--- config.mk ---
export PLATFORM = sky130hd
export DESIGN_NAME = psram_line_prefetch
export DESIGN_NICKNAME = d
export VERILOG_FILES = /design/src/rtl/psram_line_prefetch.sv
export SDC_FILE = /design/constraint.sdc
export NUM_CORES = 1
export LEC_CHECK = 0
export CAP_MARGIN = 20
export CORE_AREA = 4 4 193 195
export CTS_CLUSTER_SIZE = 8
export DETAILED_ROUTE_END_ITERATION = 7
export DIE_AREA = 0 0 197 199
export HOLD_SLACK_MARGIN = 0.1
export PLACE_DENSITY = 0.57
export SYNTH_ARGS = -nofsm -noshare
export SYNTH_HDL_FRONTEND = slang
export SYNTH_SLANG_ARGS = --single-unit
--- constraint.sdc ---
create_clock -name i_clk -period 4.5 [get_ports i_clk]
set_clock_uncertainty 0.2 [all_clocks]
set_input_delay 0.9 -clock i_clk [delete_from_list [all_inputs] [get_ports i_clk]]
set_output_delay 0.9 -clock i_clk [all_outputs]
set_load 0.005 [all_outputs]
--- src/rtl/psram_line_prefetch.sv ---
// psram_line_prefetch: read-only line prefetcher in front of the PSRAM controller.
// Issues one sequential 16-bit read at a time through the stb/busy/done handshake
// and buffers returned words in a small FIFO for the pixel pipeline.
// Optional macro PREFETCH_HOLD_LAST_EN: an empty pop repeats the last word instead of 0.
module psram_line_prefetch #(
    parameter int unsigned WORDS_PER_LINE = 320,
    parameter int unsigned FIFO_DEPTH     = 16,
    parameter int unsigned ADDR_STEP      = 1
) (
    input  logic                          i_clk,
    input  logic                          i_rst,
    input  logic                          i_line_start,
    input  logic [23:0]                   i_line_base,
    input  logic                          i_pop,
    output logic [15:0]                   o_data,
    output logic                          o_empty,
    output logic [$clog2(FIFO_DEPTH):0]   o_level,
    output logic                          o_underflow,
    output logic                          o_line_done,
    output logic                          o_stb,
    output logic                          o_we,
    output logic [23:0]                   o_addr,
    output logic [15:0]                   o_din,
    input  logic                          i_busy,
    input  logic                          i_done,
    input  logic [15:0]                   i_dout
);

    localparam int unsigned PTR_W = $clog2(FIFO_DEPTH);
    localparam int unsigned LVL_W = PTR_W + 1;
    localparam logic [LVL_W-1:0] FULL_LVL = LVL_W'(FIFO_DEPTH);
    localparam logic [15:0]      WPL16    = 16'(WORDS_PER_LINE);
    localparam logic [23:0]      STEP24   = 24'(ADDR_STEP);

    typedef enum logic [2:0] {IDLE, ISSUE, WAIT_BUSY, WAIT_DONE, ABORT} state_t;

    state_t             state_q, state_d;
    logic [23:0]        cur_addr_q, cur_addr_d;
    logic [15:0]        left_q, left_d;
    logic               abort_q, abort_d;
    logic [PTR_W-1:0]   wr_ptr_q, wr_ptr_d, rd_ptr_q, rd_ptr_d;
    logic [LVL_W-1:0]   level_q, level_d;
    logic [15:0]        data_q, data_d;
    logic               uf_q, uf_d;
    logic               wr_en, pop_ok, rdy;
    logic [15:0]        mem [FIFO_DEPTH];

    // Controller idle also covers its power-up init, during which busy is held.
    assign rdy = !i_busy && i_done;

    // Request sequencing: one outstanding read; a line start marks the in-flight read as discarded.
    always_comb begin
        state_d    = state_q;
        cur_addr_d = cur_addr_q;
        left_d     = left_q;
        abort_d    = abort_q;
        wr_en      = 1'b0;
        case (state_q)
            IDLE: begin
                if (!i_line_start && left_q != '0 && level_q < FULL_LVL && rdy)
                    state_d = ISSUE;
            end
            ISSUE: begin
                state_d = WAIT_BUSY;
                abort_d = i_line_start;
            end
            WAIT_BUSY: begin
                // busy may not have risen yet, so the abort is remembered until it does;
                // otherwise the stale done of the previous access would end ABORT early
                if (i_line_start)
                    abort_d = 1'b1;
                if (i_busy)
                    state_d = (abort_q || i_line_start) ? ABORT : WAIT_DONE;
            end
            WAIT_DONE: begin
                if (rdy) begin
                    state_d = IDLE;
                    if (!i_line_start) begin
                        wr_en      = 1'b1;
                        cur_addr_d = cur_addr_q + STEP24;
                        left_d     = left_q - 1'b1;
                    end
                end else if (i_line_start) begin
                    state_d = ABORT;
                end
            end
            ABORT: begin
                if (rdy)
                    state_d = IDLE;
            end
            default: state_d = IDLE;
        endcase
        if (i_line_start) begin
            cur_addr_d = i_line_base;
            left_d     = WPL16;
        end
    end

    // FIFO bookkeeping and registered pop output; line start flushes and beats a pop.
    always_comb begin
        wr_ptr_d = wr_ptr_q;
        rd_ptr_d = rd_ptr_q;
        level_d  = level_q;
        data_d   = data_q;
        uf_d     = uf_q;
        pop_ok   = i_pop && !i_line_start && (level_q != '0);
        if (i_line_start) begin
            wr_ptr_d = '0;
            rd_ptr_d = '0;
            level_d  = '0;
            uf_d     = 1'b0;
        end else begin
            if (wr_en)
                wr_ptr_d = wr_ptr_q + 1'b1;
            if (pop_ok) begin
                rd_ptr_d = rd_ptr_q + 1'b1;
                data_d   = mem[rd_ptr_q];
            end else if (i_pop) begin
                uf_d = 1'b1;
`ifdef PREFETCH_HOLD_LAST_EN
                data_d = data_q;
`else
                data_d = 16'h0000;
`endif
            end
            if (wr_en && !pop_ok)
                level_d = level_q + 1'b1;
            else if (!wr_en && pop_ok)
                level_d = level_q - 1'b1;
        end
    end

    // State and control registers with synchronous reset.
    always_ff @(posedge i_clk) begin
        if (i_rst) begin
            state_q    <= IDLE;
            cur_addr_q <= '0;
            left_q     <= '0;
            abort_q    <= 1'b0;
            wr_ptr_q   <= '0;
            rd_ptr_q   <= '0;
            level_q    <= '0;
            data_q     <= '0;
            uf_q       <= 1'b0;
        end else begin
            state_q    <= state_d;
            cur_addr_q <= cur_addr_d;
            left_q     <= left_d;
            abort_q    <= abort_d;
            wr_ptr_q   <= wr_ptr_d;
            rd_ptr_q   <= rd_ptr_d;
            level_q    <= level_d;
            data_q     <= data_d;
            uf_q       <= uf_d;
        end
    end

    // Word storage; contents need no reset since level gates every read.
    always_ff @(posedge i_clk) begin
        if (wr_en)
            mem[wr_ptr_q] <= i_dout;
    end

    assign o_stb       = (state_q == ISSUE);
    assign o_addr      = cur_addr_q;
    assign o_we        = 1'b0;
    assign o_din       = 16'h0000;
    assign o_data      = data_q;
    assign o_empty     = (level_q == '0);
    assign o_level     = level_q;
    assign o_underflow = uf_q;
    assign o_line_done = (left_q == '0) && (state_q != ABORT);

endmodule

# ---- After elaboration in Yosys (flattened, before gate mapping)
# Memory sizes are Yosys's and may differ from the RTL's. A register that Yosys moved wholly into a read port is not among the register bits.
# Cells that the tools add are included.
dict set report op_classes {
  n_addsub 6
  order_cmp 1
  n_eq_ne 10
  n_mux 26
  bitwise 2
  reduce_logical 31
}
# op count
set ops {}
lappend ops {{$mux 24} 3}
lappend ops {{$mux 16} 2}
lappend ops {{$mux 9} 3}
lappend ops {{$add 24x1->24 const B} 1}
lappend ops {{$mux 3} 6}
lappend ops {{$logic_not 16->1} 1}
lappend ops {{$reduce_bool 16->1} 1}
lappend ops {{$sub 16x1->16 const B} 1}
lappend ops {{$pmux 3 s5} 1}
lappend ops {{$mux 5} 2}
lappend ops {{$reduce_and 2->1} 5}
lappend ops {{$reduce_bool 2->1} 5}
lappend ops {{$logic_and 1x1->1} 9}
lappend ops {{$add 4x1->4 const B} 2}
lappend ops {{$mux 4} 2}
lappend ops {{$ne 2x2->1 const B} 4}
lappend ops {{$eq 3x2->1 const B} 2}
lappend ops {{$mux 1} 6}
lappend ops {{$ne 3x3->1 const B} 2}
lappend ops {{$add 5x1->5 const B} 1}
lappend ops {{$logic_not 5->1} 1}
lappend ops {{$lt 5x5->1 const B} 1}
lappend ops {{$reduce_bool 5->1} 1}
lappend ops {{$sub 5x1->5 const B} 1}
lappend ops {{9 further kinds} 13}
dict set report word_totals {
  register_bits 74
  ram_bits 256
  wordCells 87
  n_memories 1
}
# memory words word_bits rd rd_ports_with_merged_regs write_ports line_no
set mem_list {}
lappend mem_list {mem 16 16 1 1 1 46} ;# logic [15:0] mem [FIFO_DEPTH];

# ---- Longest topological paths before layout
dict set report depth {
  depth_word 8
  mapped_depth 11
  depth_no_buf 9
}

# ---- Least setup slack after synthesis
# OpenSTA, ideal clock, no wires.
dict set report synth_timing {
  path_kind {input to register}
  startpoint {input i_done}
  endpoint {memory mem[3][0] (enable)}
  setup_ns 0.409
  arrival_ns 3.047
  t_required_ns 3.891
  setup_slack_ns 0.844
  stages 5
  path_buffers 2
  cell_sequence {nor4bb_1 clkbuf_1 clkbuf_1 nand4_1 nor3_1}
}
dict set report synth_via {
  elab_chain_len 5
}
# item line_no
set synth_rtl {}
lappend synth_rtl {{start, declared} 25} ;# input logic i_done,
lappend synth_rtl {{$logic_and 1x1->1} 49} ;# assign rdy = !i_busy && i_done;
lappend synth_rtl {{$mux 1} 76} ;# if (rdy) begin
lappend synth_rtl {{$mux 1} 58} ;# case (state_q)
lappend synth_rtl {{$mux 1} 160} ;# if (wr_en)
lappend synth_rtl {{$mux 1 (implied by the code)} 161} ;# mem[wr_ptr_q] <= i_dout;
lappend synth_rtl {{end, declared} 46}
# No other way between the ends.

# ---- Final worst setup path
dict set report layout_timing {
  startpoint {register left_q[6]}
  endpoint {output o_line_done}
}
dict set report layout_via {
  elab_chain_len 2
}
# item line_no
set layout_rtl {}
lappend layout_rtl {{start, declared} 39} ;# logic [15:0] left_q, left_d;
lappend layout_rtl {{start signal, assigned} 148} ;# left_q <= left_d;
lappend layout_rtl {{$logic_not 16->1} 172} ;# assign o_line_done = (left_q == '0) && (state_q != ABORT);
lappend layout_rtl {{$logic_and 1x1->1} 172}
lappend layout_rtl {{end, declared} 19} ;# output logic o_line_done,
# No other way between the ends.

==> summary.md <==
| Metric | Value |
|---|---|
| Outcome | `finished, final reports clean` |
| IO Count | `112` |
| Mean routed wirelength per cell | `20.61 microns` |
| Critical path startpoint category | `register` |
| Fill cells | `3125` |
| Fin area | `16660 sq um` |
| Post-CTS Resized | `0` |
| Clock sinks | `334` |
| GRT overflow | `0` |
| CTS root buf | `clkbuf_16` |
| CP max stage delay | `520 ps` |
| Hold Path Class | `reg -> reg` |
| Die span in x | `197 microns` |
| Placed Area | `15270 sq um` |
| Port buffer count | `94` |
| Fin. Hold Viols | `0` |
| Max IR drop VDD | `0.0002564 V` |
| RSZ-0062 raised after global routing | `no` |
| Critical setup path kind | `reg -> out` |
| Post-route minimum period | `3425 ps` |
| Dpl ws | `640.2 ps` |
| H-Tree Level Count | `2` |
| Post-layout util | `0.4706` |
| Row count | `69` |
| Slew HR | `0.2928` |
| Period utilization | `0.7612` |
| Setup Viol. Count Final | `0` |
| Final GP Congestion | `0.7667` |
| Synth area leaders | `edfxtp_1 (56%), dfxtp_1 (11%), mux4_2 (11%)` |
| Starting Density | `0.3860` |
| Hold_ws | `277.2 ps` |
| Area growth syn-to-layout | `21.92%` |
| Clk_lat worst skew | `550 ps` |
| Ys async rst share | `0` |
| Register area | `9255 sq um` |
| Mapped Cells | `863` |
| Hold buffers post-CTS | `0` |
| CTS buffer count | `47` |
| Top_reg_cell synth | `edfxtp_1` |
| Core box area | `35400 sq um` |
| P per Cell Area | `409.2 nW/um^2` |
| Final Worst Setup Slack | `1075 ps` |
| Fraction of layout cells with a size suffix above 1 | `0.1743` |
| Post-CTS setup buffers | `0` |
| Slowest stage cell, crit path | `nor4_1` |
| Post-route ant nets | `0` |
| DIE AREA | `39200 sq um` |
| Fmax | `291.9 MHz` |
| Slew Limit Fails | `0` |
| Worst setup EP type | `primary output` |
| Final-stage net count | `1049` |
| R2R depth | `9` |
| First-pass GRT wire length | `47940 microns` |
| Slew @ Worst Pin | `1061 ps` |
| Area leader, netlist | `edfxtp_1` |
| Antenna violations before repair | `0` |
| Setup_tns | `0 ps` |
| Vias in the first global route | `8113` |
| Crit path max fanout | `7` |
| WP depth | `4` |
| CTS tree | `yes` |
| DRC | `0` |
| Max-capacitance violation count | `0` |
| CP cell instances | `nor4_1 -> nand4_1 -> a21oi_1 -> clkdlybuf4s50_1` |
| CTS clock-pin slew for the worst setup and hold paths | `50 ps` |
| Worst Path Buf+Inv | `1` |
| Synth top area share | `0.5626` |
| Mean Syn Cell Area | `15.83 sq um` |
| Largest net degree at the start of global routing | `41` |
| Register area share after synthesis | `0.6769` |
| Drt first-iter violations | `454` |
| Flops & latches, synth | `334` |
| Final WL | `30660 microns` |
| WP data arrival | `2330 ps` |
| Die H | `199 microns` |
| Yosys warns | `0` |
| Hold path cells | `2` |
| Clk buf depth | `3` |
| Area taken by multi-input logic gates | `4158 sq um` |
| Number of synthesized flops with an enable pin | `256` |
| Vias | `7884` |
| Vias per cell | `5.298` |
| Critical Path RT | `3400 ps` |
| DP HPWL | `18480 microns` |
| Post-synthesis instance area | `13660 sq um` |
| CP top delay family | `simple AND/OR/NAND/NOR gates` |
| Post-synth cell types | `57` |
| GRT Util Overall | `0.1574` |
| Drt pass-1 iters | `5` |
| Leakage power | `0.005250 uW` |
| N_diodes | `0` |
==> kinds of logic (layout without fill, tap and decap cells) <==
| logic type | after synthesis | after routing | share of synthesized area |
|---|---|---|---|
| and+or+nand+nor | 196 | 196 | 0.07729 |
| adders and majority gates | 12 | 12 | 0.01154 |
| xor gates and xnor gates | 22 | 22 | 0.01410 |
| muxes | 101 | 101 | 0.1326 |
| buffers and inverters | 82 | 230 | 0.02793 |
| AOI/OAI and AO/OA | 115 | 115 | 0.05934 |
| DFF | 334 | 334 | 0.6769 |
| other | 1 | 17 | 0.0002745 |
==> worst reg2reg max path, delay by kind of cell (launching register included) <==
family	cells	cell delay, ps
AOI/OAI and AO/OA	3	820
DFF	1	360
and+or+nand+nor	1	650
muxes	2	440
buffers and inverters	1	110
adders and majority gates	2	670
==> registers in the layout, summed over array words and instances (netlist names), named ones only <==
register / count
o_data: 16
o_underflow: 1
left_q: 16
abort_q: 1
o_addr: 24
mem: 256
o_level: 5
rd_ptr_q: 4
wr_ptr_q: 4
state_q: 3
==> per-stage QoR <==
stage / total power (uW) / std cells
floorplan: 3515 / 879
global placement: 3637 / 1403
detailed placement: 3638 / 1403
CTS: 6899 / 1488
global route: 7069 / 1488
finish: 6817 / 1488
==> cell usage in the layout (no fill, tap or decap), types with 15 or more instances in the layout <==
master / n
nand4_1: 15
mux2i_1: 37
inv_1: 16
nand3_1: 15
buf_4: 32
edfxtp_1: 256
clkdlybuf4s50_1: 94
clkbuf_1: 35
a2bb2oi_1: 16
nor2_1: 51
o21ai_0: 24
conb_1: 17
a21oi_1: 18
mux4_2: 64
nand2_1: 23
dfxtp_1: 75
clkbuf_16: 47
==> area by class of cell <==
cell class,instances,area share
multi-input cells,463,0.2496
clock inverters,3,0.004582
inverters,17,0.003831
flip-flops and latches,334,0.5556
well taps,461,0.03463
clock buffers,82,0.07849
repair buffers,128,0.07331
==> synth_stat cells (all sizes together) (3+ instances only) <==
| cell | instances |
|---|---|
| o31ai | 9 |
| o211ai | 4 |
| a311o | 3 |
| and4 | 4 |
| mux2i | 37 |
| or4 | 11 |
| a311oi | 9 |
| or3 | 9 |
| xnor2 | 12 |
| edfxtp | 256 |
| buf | 27 |
| a2111oi | 3 |
| xor2 | 10 |
| and3 | 4 |
| nand2b | 7 |
| nor3 | 16 |
| o21a | 5 |
| a2bb2oi | 16 |
| ha | 11 |
| nor2b | 6 |
| nor4 | 8 |
| dfxtp | 78 |
| nand2 | 23 |
| nand3 | 15 |
| a21oi | 18 |
| clkbuf | 38 |
| nor2 | 64 |
| inv | 17 |
| nand4 | 17 |
| mux4 | 64 |
| o21ai | 26 |
| a211oi | 8 |
| nor4bb | 4 |
==> power by group <==
part / internal [uW] / leakage [uW] / switching (uW)
clock network: 1970 / 0.000650 / 1270
logic: 99.4 / 0.00166 / 113
registers: 3340 / 0.00294 / 27.2
total: 5400 / 0.00525 / 1410
==> metal layers <==
metal / vias to the layer above / global-route usage / part of all wire
li1: 3645 / - / -
met1: 4005 / 0.2200 / 0.45
met2: 197 / 0.2604 / 0.49
met3: 37 / 0.02913 / 0.051
met4: 0 / 0.03364 / 0.014
met5: - / 0 / 0
==> final timing paths <==
check,start,end,slack (ps)
worst max-delay path,left_q[6],o_line_done,1070
worst min-delay path,o_data[12],o_data[12],280
worst max register to register,o_level[1],o_level[4],1200
worst min register to register,o_data[12],o_data[12],280
(Power assumes the default switching activity.)
